### config.mk
export PLATFORM = sky130hd
export DESIGN_NAME = kb_ascii_decoder_flat
export DESIGN_NICKNAME = d
export VERILOG_FILES = /design/src/rtl/kb_ascii_decoder_pkg.sv /design/src/rtl/kb_ascii_decoder_if.sv /design/src/rtl/kb_ascii_decoder_fifo.sv /design/src/rtl/kb_ascii_decoder.sv /design/src/flat_wrapper.sv
export SDC_FILE = /design/constraint.sdc
export NUM_CORES = 1
export LEC_CHECK = 0
export ABC_CLOCK_PERIOD_IN_PS = 4900
export CORE_MARGIN = 8
export CORE_UTILIZATION = 35
export DETAILED_ROUTE_END_ITERATION = 8
export MAX_ROUTING_LAYER = met4
export SLEW_MARGIN = 20
export SYNTH_ARGS = -nofsm -noshare
export SYNTH_HDL_FRONTEND = slang
export SYNTH_SLANG_ARGS = --single-unit
### constraint.sdc
create_clock -name clk -period 4.9 [get_ports clk]
set_clock_uncertainty 0.1 [all_clocks]
set_input_delay 0.98 -clock clk [delete_from_list [all_inputs] [get_ports clk]]
set_output_delay 0.98 -clock clk [all_outputs]
set_load 0.05 [all_outputs]
### src/rtl/kb_ascii_decoder_pkg.sv
// Shared constants, FSM state encoding and lookup result type for the keyboard-to-ASCII path.
package kb_ascii_decoder_pkg;

   // Scan-code prefixes
   localparam logic [7:0] KB_BRK    = 8'hF0;
   localparam logic [7:0] KB_EXT    = 8'hE0;

   // Shift make codes (left, right)
   localparam logic [7:0] KB_LSHIFT = 8'h12;
   localparam logic [7:0] KB_RSHIFT = 8'h59;

   // ASCII constants
   localparam logic [7:0] KB_CR     = 8'h0D;
   localparam logic [7:0] KB_SPACE  = 8'h20;

   typedef enum logic [1:0] {
      StIdle   = 2'd0,
      StBrk    = 2'd1,
      StExt    = 2'd2,
      StExtBrk = 2'd3
   } kb_state_e;

   typedef struct packed {
      logic       hit;
      logic [7:0] ch;
   } kb_xlat_t;

   function automatic logic kb_is_shift(input logic [7:0] code);
      return (code == KB_LSHIFT) || (code == KB_RSHIFT);
   endfunction

endpackage

### src/rtl/kb_ascii_decoder_if.sv
// Scan-byte input strobe and ASCII valid/ready output stream of the decoder.
interface kb_ascii_decoder_if;

   logic [7:0] scan_code;
   logic       scan_done_tick;
   logic [7:0] ascii_data;
   logic       ascii_valid;
   logic       ascii_ready;

   // Environment side: PS/2 receiver plus UART transmitter
   modport master (
      output scan_code,
      output scan_done_tick,
      output ascii_ready,
      input  ascii_data,
      input  ascii_valid
   );

   // Decoder side
   modport slave (
      input  scan_code,
      input  scan_done_tick,
      input  ascii_ready,
      output ascii_data,
      output ascii_valid
   );

endinterface

### src/rtl/kb_ascii_decoder_fifo.sv
// Synchronous FIFO with a registered head output; push while full succeeds only alongside a pop.
module kb_ascii_decoder_fifo #(
   parameter int unsigned DW = 8,
   parameter int unsigned AW = 2
) (
   input  logic          clk,
   input  logic          reset,
   input  logic          push,
   input  logic [DW-1:0] din,
   input  logic          pop,
   output logic          full,
   output logic          empty,
   output logic [DW-1:0] dout
);

   localparam int unsigned Depth    = 1 << AW;
   localparam logic [AW:0] DepthCnt = (AW+1)'(Depth);

   logic [DW-1:0] mem_q [Depth];
   logic [AW-1:0] wr_ptr_q, wr_ptr_d;
   logic [AW-1:0] rd_ptr_q, rd_ptr_d;
   logic [AW:0]   count_q, count_d;
   logic [DW-1:0] dout_q, dout_d;
   logic          do_push, do_pop;

   assign full    = (count_q == DepthCnt);
   assign empty   = (count_q == '0);
   assign do_pop  = pop && !empty;
   assign do_push = push && (!full || do_pop);
   assign dout    = dout_q;

   always_comb begin
      wr_ptr_d = wr_ptr_q;
      rd_ptr_d = rd_ptr_q;
      count_d  = count_q;
      dout_d   = dout_q;
      if (do_push) wr_ptr_d = wr_ptr_q + 1'b1;
      if (do_pop)  rd_ptr_d = rd_ptr_q + 1'b1;
      unique case ({do_push, do_pop})
         2'b10:   count_d = count_q + 1'b1;
         2'b01:   count_d = count_q - 1'b1;
         default: count_d = count_q;
      endcase
      // Head register tracks the next entry; a byte landing in the new head slot bypasses the array
      if (count_d != '0) begin
         if (do_push && (wr_ptr_q == rd_ptr_d)) dout_d = din;
         else                                   dout_d = mem_q[rd_ptr_d];
      end
   end

   always_ff @(posedge clk or negedge reset) begin
      if (!reset) begin
         wr_ptr_q <= '0;
         rd_ptr_q <= '0;
         count_q  <= '0;
         dout_q   <= '0;
      end else begin
         wr_ptr_q <= wr_ptr_d;
         rd_ptr_q <= rd_ptr_d;
         count_q  <= count_d;
         dout_q   <= dout_d;
      end
   end

   always_ff @(posedge clk) begin
      if (do_push) mem_q[wr_ptr_q] <= din;
   end

endmodule

### src/rtl/kb_ascii_decoder.sv
// PS/2 scan-code to ASCII translator: prefix/shift tracking FSM, lookup table and output FIFO.
module kb_ascii_decoder
   import kb_ascii_decoder_pkg::*;
#(
   parameter int unsigned FIFO_AW = 2
) (
   input  logic               clk,
   input  logic               reset,
   kb_ascii_decoder_if.slave  bus,
   output logic               shift_o,
   output logic               overflow
);

   kb_state_e state_q, state_d;
   logic      shift_q, shift_d;
   logic      overflow_q, overflow_d;
   logic      push;
   logic      fifo_full, fifo_empty;
   kb_xlat_t  xlat;

   // Only make codes reach this table; extended keys are never mapped
   function automatic kb_xlat_t kb_lookup(input logic [7:0] code, input logic shift);
      kb_xlat_t r;
      r.hit = 1'b1;
      r.ch  = 8'h00;
      case (code)
         8'h45:   r.ch = 8'h30;
         8'h16:   r.ch = 8'h31;
         8'h1E:   r.ch = 8'h32;
         8'h26:   r.ch = 8'h33;
         8'h25:   r.ch = 8'h34;
         8'h2E:   r.ch = 8'h35;
         8'h36:   r.ch = 8'h36;
         8'h3D:   r.ch = 8'h37;
         8'h3E:   r.ch = 8'h38;
         8'h46:   r.ch = 8'h39;
         8'h1C:   r.ch = shift ? 8'h41 : 8'h61;
         8'h32:   r.ch = shift ? 8'h42 : 8'h62;
         8'h21:   r.ch = shift ? 8'h43 : 8'h63;
         8'h23:   r.ch = shift ? 8'h44 : 8'h64;
         8'h24:   r.ch = shift ? 8'h45 : 8'h65;
         8'h2B:   r.ch = shift ? 8'h46 : 8'h66;
         8'h29:   r.ch = KB_SPACE;
         8'h5A:   r.ch = KB_CR;
         default: r.hit = 1'b0;
      endcase
      return r;
   endfunction

   always_comb begin
      state_d    = state_q;
      shift_d    = shift_q;
      push       = 1'b0;
      xlat       = kb_lookup(bus.scan_code, shift_q);
      if (bus.scan_done_tick) begin
         unique case (state_q)
            StIdle: begin
               if (bus.scan_code == KB_BRK)          state_d = StBrk;
               else if (bus.scan_code == KB_EXT)     state_d = StExt;
               else if (kb_is_shift(bus.scan_code))  shift_d = 1'b1;
               else                                  push    = xlat.hit;
            end
            StBrk: begin
               if (kb_is_shift(bus.scan_code)) shift_d = 1'b0;
               state_d = StIdle;
            end
            StExt:    state_d = (bus.scan_code == KB_BRK) ? StExtBrk : StIdle;
            StExtBrk: state_d = StIdle;
            default:  state_d = StIdle;
         endcase
      end
      // A full FIFO always has a head, so ascii_ready alone means a pop this cycle
      overflow_d = overflow_q | (push & fifo_full & ~bus.ascii_ready);
   end

   always_ff @(posedge clk or negedge reset) begin
      if (!reset) begin
         state_q    <= StIdle;
         shift_q    <= 1'b0;
         overflow_q <= 1'b0;
      end else begin
         state_q    <= state_d;
         shift_q    <= shift_d;
         overflow_q <= overflow_d;
      end
   end

   kb_ascii_decoder_fifo #(
      .DW (8),
      .AW (FIFO_AW)
   ) u_fifo (
      .clk   (clk),
      .reset (reset),
      .push  (push),
      .din   (xlat.ch),
      .pop   (bus.ascii_ready),
      .full  (fifo_full),
      .empty (fifo_empty),
      .dout  (bus.ascii_data)
   );

   assign bus.ascii_valid = !fifo_empty;
   assign shift_o         = shift_q;
   assign overflow        = overflow_q;

endmodule

### src/flat_wrapper.sv
// flat-port wrapper written by rule: the top's interface ports become plain ports
module kb_ascii_decoder_flat import kb_ascii_decoder_pkg::*;
#(
   parameter int unsigned FIFO_AW = 2
)
  (clk, reset, shift_o, overflow, bus_scan_code, bus_scan_done_tick, bus_ascii_ready, bus_ascii_data, bus_ascii_valid);
  kb_ascii_decoder_if bus_i ();
  input  logic clk;
  input  logic reset;
  output logic shift_o;
  output logic overflow;
  input wire logic [$bits(bus_i.scan_code)-1:0] bus_scan_code;
  input wire logic [$bits(bus_i.scan_done_tick)-1:0] bus_scan_done_tick;
  input wire logic [$bits(bus_i.ascii_ready)-1:0] bus_ascii_ready;
  output wire logic [$bits(bus_i.ascii_data)-1:0] bus_ascii_data;
  output wire logic [$bits(bus_i.ascii_valid)-1:0] bus_ascii_valid;
  assign bus_i.scan_code = bus_scan_code;
  assign bus_i.scan_done_tick = bus_scan_done_tick;
  assign bus_i.ascii_ready = bus_ascii_ready;
  assign bus_ascii_data = bus_i.ascii_data;
  assign bus_ascii_valid = bus_i.ascii_valid;
  kb_ascii_decoder #(.FIFO_AW(FIFO_AW)) u_core (.clk(clk), .reset(reset), .bus(bus_i), .shift_o(shift_o), .overflow(overflow));
endmodule
# After elaboration in Yosys (flattened, before gate mapping)
# Memories as Yosys holds them, arrays and structs flattened. A register that Yosys moved wholly into a read port is not among the register bits.
# Index checks and enable logic that the tools add are counted.
# W data, S select, Z words.
# classes
muxes	26
addsub	4
n_reduce_logical	15
eq_ne	33
bitwise	4
# op_table
op	n
$pmux W8 S18	1
$eq A8 B6 Y1 const B	12
$mux W6	6
$eq A8 B5 Y1 const B	4
$eq A8 B7 Y1 const B	4
$reduce_or A18 Y1	1
$eq A8 B8 Y1 const B	2
$mux W1	12
$mux W2	4
$eq A2 B2 Y1 const B	3
$pmux W2 S3	1
$pmux W3 S2	1
$reduce_and A6 Y1	1
$add A2 B1 Y2 const B	2
$eq A2 B1 Y1 const B	2
$ne A2 B1 Y1 const B	2
$ne A2 B2 Y1 const B	2
$add A3 B1 Y3 const B	1
$eq A3 B3 Y1 const B	1
$logic_not A1 Y1	3
$logic_not A3 Y1	1
$ne A3 B1 Y1 const B	1
$reduce_bool A3 Y1	1
$sub A3 B1 Y3 const B	1
other kinds (10)	13
# totals
ram_bits	32
memories	1
wordCells	89
input_bits	12
out_inout_bits	11
regBits	11
# memory_table
memory	depth	word_bits	rd	rd_ports_with_merged_regs	wr	line_no	text
u_core.u_fifo.mem_q	4	8	1	1	1	kb_ascii_decoder_fifo.sv:19	logic [DW-1:0] mem_q [Depth];

# Longest topological paths before layout
# logic_depth
word_depth	12
ltp_mapped	19

# By module
# Synthesis repeated with hierarchy kept, for this count alone.
# unflattened
cells_unflattened	239
hier_area_um2	3019.1
# modules_own_cells
mod	cells_each	instances	area_each_um2
kb_ascii_decoder_fifo	125	1	2215.9
kb_ascii_decoder	114	1	803.3

# Worst setup path after synthesis
# No wires, ideal clock.
# synth_path
path_kind	input to register
start	in bus_scan_code[4]
end	reg u_core.u_fifo.dout_q[3], in the netlist u_core.u_fifo.dout[3], read port of u_core.u_fifo.mem_q
t_arrival_ns	4.368
required_ns	4.663
cell_stages	18
setup_time_ns	0.137
path_slack_ns	0.295
cell_sequence	buf_6 or3b_1 a2111o_1 o211a_1 a41o_1 buf_6 nor2_1 inv_1 ha_1 inv_1 fa_1 xor2_1 o21a_1 nor4_1 clkbuf_1 a211oi_1 o31ai_1 o211ai_2
# synth_via
elab_chain_len	12
# synth_rtl
item	line_no	text
start, declared	flat_wrapper.sv:12	input wire logic [$bits(bus_i.scan_code)-1:0] bus_scan_code;
$eq A8 B7 Y1 (tied with other cells)	kb_ascii_decoder.sv:26	case (code)
$reduce_or A18 Y1 (no line)	-	
$mux W1	kb_ascii_decoder.sv:26	
$mux W1	kb_ascii_decoder.sv:60	else if (kb_is_shift(bus.scan_code)) shift_d = 1'b1;
$mux W1	kb_ascii_decoder.sv:59	else if (bus.scan_code == KB_EXT) state_d = StExt;
$mux W1 (*)	kb_ascii_decoder.sv:58	if (bus.scan_code == KB_BRK) state_d = StBrk;
$mux W1 (*)	kb_ascii_decoder.sv:56	unique case (state_q)
$mux W1 (*)	kb_ascii_decoder.sv:55	if (bus.scan_done_tick) begin
$logic_and A1 B1 Y1 (*)	kb_ascii_decoder_fifo.sv:29	assign do_push = push && (!full || do_pop);
$eq A2 B1 Y1 or $eq A2 B2 Y1 (tied branches)	kb_ascii_decoder_fifo.sv:39	unique case ({do_push, do_pop})
$pmux W3 S2 (*)	kb_ascii_decoder_fifo.sv:39	
$reduce_bool A3 Y1 (*)	kb_ascii_decoder_fifo.sv:45	if (count_d != '0) begin
end, declared	kb_ascii_decoder_fifo.sv:23	logic [DW-1:0] dout_q, dout_d;
# Every way passes the cells marked *; elsewhere a longest branch is shown, timed or not.
# A chain may end at the register's enable or synchronous reset.

# Final worst setup path
# layout_path
start	in bus_scan_code[7]
end	reg u_core.u_fifo.dout_q[5], in the netlist u_core.u_fifo.dout[5], read port of u_core.u_fifo.mem_q
# layout_via
elab_chain_len	12
# layout_rtl
item	line_no	text
$eq A8 B7 Y1 (tied with other cells)	kb_ascii_decoder.sv:26	
$reduce_or A18 Y1 (no line)	-	
$mux W1	kb_ascii_decoder.sv:26	
$mux W1	kb_ascii_decoder.sv:60	
$mux W1	kb_ascii_decoder.sv:59	
$mux W1 (*)	kb_ascii_decoder.sv:58	
$mux W1 (*)	kb_ascii_decoder.sv:56	
$mux W1 (*)	kb_ascii_decoder.sv:55	
$logic_and A1 B1 Y1 (*)	kb_ascii_decoder_fifo.sv:29	
$eq A2 B1 Y1 or $eq A2 B2 Y1 (tied branches)	kb_ascii_decoder_fifo.sv:39	
$pmux W3 S2 (*)	kb_ascii_decoder_fifo.sv:39	
via u_core.u_fifo.count_d[2]	kb_ascii_decoder_fifo.sv:22	logic [AW:0] count_q, count_d;
$reduce_bool A3 Y1 (*)	kb_ascii_decoder_fifo.sv:45	
# The timed path passes the listed nets; every way through them passes the cells marked *.

==> summary.txt <==
STA
  – Hold Fails Final Rpt: 0
  – Period Utilization, post-route: 0.927
  – Fmax: 0.220 GHz
  – Max Slew Vio Count: 0
  – TNS Setup: 0 ns
  – Rel. slew slack: 0.396
  – RSZ-0062 raised after global routing: no
  – Setup violators final: 0
  – Fin crit period: 4.54 ns
  – Slew at the pin closest to its max-slew limit: 0.903 ns

Clock tree
  – Htree depth: 2
  – Buffer count from post-CTS setup fixing: 0
  – TritonCTS clock tree: yes
  – Num Clock Sinks: between 40 and 50
  – Clock Latency Late Sink: 0.30 ns
  – CTS Buf Count: 5
  – CTS Root Cell: clkbuf_8
  – CTS Hold Bufs: 0
  – Worst-path clk slew: 0.10 ns
  – Max Root-Sink Buffers: 2

Place
  – Dpl cell area: roughly 0.0032 mm^2
  – DP HPWL: 4630 um
  – GP Congestion: 0.894
  – Port Buffers: 21

GRT
  – Initial antenna violation count: 0
  – First-pass GRT wire length: ~10000 um
  – Vias in the first global route: 2051
  – All-Layer GR Usage: 0.115
  – Pin count of the biggest net entering global routing: 19
  – Grt total ovfl: 0

Layout
  – N_diodes: 0
  – Commonest non-fill, non-tap cells in the layout: edfxtp_1, buf_4, clkdlybuf4s50_1, nand2_1
  – Commonest non-fill, non-tap cell in the layout: edfxtp_1
  – Layout cells sized above 1: 0.191
  – Fin nets: 300
  – Multi-input gate area in the final layout: ~0.0013 mm^2
  – Layout area overhead: 19.1%
  – Sequential Area: between 0.001 and 0.0015 mm^2
  – Post-layout util: 0.430
  – Fin area: 0.00332 mm^2
  – Filler cells: 730

Synth
  – Largest cells by area after synthesis: edfxtp_1, dfrtp_1, a211oi_1, mux2i_1, o211ai_2
  – Top_reg_cell synth: edfxtp_1
  – Mapped Nets: about 270
  – Syn Inst Count: 250
  – Post-synth EDFFs: 28
  – #FFs+latches synth: 46
  – Unique masters post-synth: 60
  – Syn avg cell area: 11.2 um^2
  – Cell Area, Synth: 0.00279 mm^2
  – Register area share after synthesis: 0.463
  – Yosys warning total: 0
  – Async SR Flop Fraction: 0.391
  – Area leader, netlist: edfxtp_1
  – Post-synth top area share: 0.301

Floorplan
  – Chip height: 105 um
  – IO Pins: 23
  – Core box area: 0.00773 mm^2
  – Die outline width: 105 um
  – Cell Rows: 32
  – Die ar.: 0.0111 mm^2
  – Initial Util: 0.361

Worst setup path
  – Reg2reg end: u_core.u_fifo.dout[5]
  – Crit path buf inv count: 4
  – Kind of critical path: primary input to flip-flop
  – Crit-path cells: clkdlybuf4s50_1, buf_4, or4b_4, nor4_4, nor2b_1, a41o_1, nor2_1, inv_1, ha_1, inv_1, fa_1, xor2_1, nor3_1, or2_2, or3_4, o31ai_1, o211ai_2
  – RR Startpoint: u_core.u_fifo.count_q[0]
  – Worst reg2reg path depth: 12
  – Required time of the critical path: approximately 5.0 ns
  – Worst Setup End Kind: flip-flop
  – Critical Path Max Stage Delay: about 0.56 ns
  – Worst path top cell family by delay: simple AND/OR/NAND/NOR gates
  – Worst-path fanout max: 7
  – Reg2reg setup slack: 1.63 ns
  – Critical path arrival: 4.62 ns
  – CP Launch Type: primary input
  – CP max stage cell: or4b_4
  – Worst path most repeated cell: inv_1

Pwr
  – Leakage Power: 1.24 nW
  – Peak VDD IR: 0.000178 V
  – Pwr/cell area: around 530 mW/mm^2

Outcome
  – Outcome: completed

Hold path
  – Worst min-delay path startpoint: u_core.state_q[0]
  – Hold Crit Class: flip-flop to flip-flop
  – Hold path cells: 1
  – Hold EP: u_core.shift_o

Route
  – First-pass DRT Iterations: 4
  – DRC violations left: 0
  – Detailed-route vias per instance: 5.41
  – ANT nets after route: 0
  – Routed vias: 2082
  – Drt first-iter violations: 100
  – DRT Wirelength: 6250 um
  – DR WL/cell: ~16 um

Job
  – Max-cap violations: 0
==> state kept, by name (all words and copies together), names as in the netlist <==
name and cells:
u_core.u_fifo.dout 7, u_core.overflow 1, u_core.u_fifo.count_q 3, u_core.state_q 2, u_core.u_fifo.mem_q 28, u_core.shift_o 1, u_core.u_fifo.wr_ptr_q 2, u_core.u_fifo.rd_ptr_q 2
==> stage by stage <==
step                setup slack, ns  power (mW)  hold slack [ns]  cells
CTS                           0.271        1.75            0.385    385
global placement             0.0321        1.45            0.358    377
global route                 0.0525        1.86            0.400    385
finish                        0.360        1.75            0.380    385
floorplan                     0.295        1.20            0.349    250
detailed placement          -0.0515        1.47            0.363    377
==> Yosys cell counts, drive strengths merged, types with 4 or more instances <==
library cell	number
xnor2	5
nand2	20
dfrtp	18
clkbuf	5
buf	14
ha	5
and2	4
or3b	4
nand2b	5
or3	5
a21oi	6
edfxtp	28
o31ai	10
or4b	7
o211ai	7
mux2i	10
inv	18
a211oi	14
a2111oi	8
==> what timing repair did <==
action                                  4_1_cts  5_1_grt
resized for setup                             0        1
endpoints found under the setup margin        0        2
endpoints found under the hold margin         0        0
==> routing by layer <==
layer,vias to the layer above,global-route usage,part of all wire
met5,-,-,0
met2,43,0.170,0.45
met3,6,0.0256,0.039
met1,1016,0.157,0.50
met4,0,0.0265,0.011
li1,1017,-,-
==> worst max-delay path by stage <==
stage / slack [ns] / depth (start not counted) / start / end
2_1_floorplan: 0.29 / 18 / bus_scan_code[4] / u_core.u_fifo.dout[3]
3_3_place_gp: 0.03 / 16 / bus_scan_code[3] / u_core.u_fifo.dout[4]
3_5_place_dp: -0.05 / 16 / bus_scan_code[3] / u_core.u_fifo.dout[5]
4_1_cts: 0.27 / 16 / bus_scan_code[3] / u_core.u_fifo.dout[5]
5_1_grt: 0.05 / 19 / bus_scan_code[5] / u_core.u_fifo.dout[1]
6_report: 0.36 / 17 / bus_scan_code[7] / u_core.u_fifo.dout[5]
==> power breakdown <==
part	total (mW)	internal [mW]	leakage (nW)	switching [mW]
clock	0.286	0.152	0.0504	0.134
combinational	0.920	0.375	0.704	0.545
sequential	0.549	0.483	0.482	0.0665
==> cell type report <==
cell class / instances / share of cell area
Multi-Input combinational cell: 167 / 0.399
Timing Repair Buffer: 44 / 0.119
Inverter: 18 / 0.0203
Sequential cell: 46 / 0.389
Clock buffer: 5 / 0.0207
Clock inverter: 3 / 0.0136
Tap cell: 102 / 0.0384
==> logic make-up after synthesis <==
logic type	count (synthesis)	synth area share
fa+ha+maj	6	0.0296
other cells	1	0.00134
mux	11	0.0399
buf+inv	37	0.0682
xor+xnor	8	0.0251
simple gates	78	0.191
flops	46	0.463
compound gates	63	0.182
Note: power is estimated with default switching activity, not from simulation.
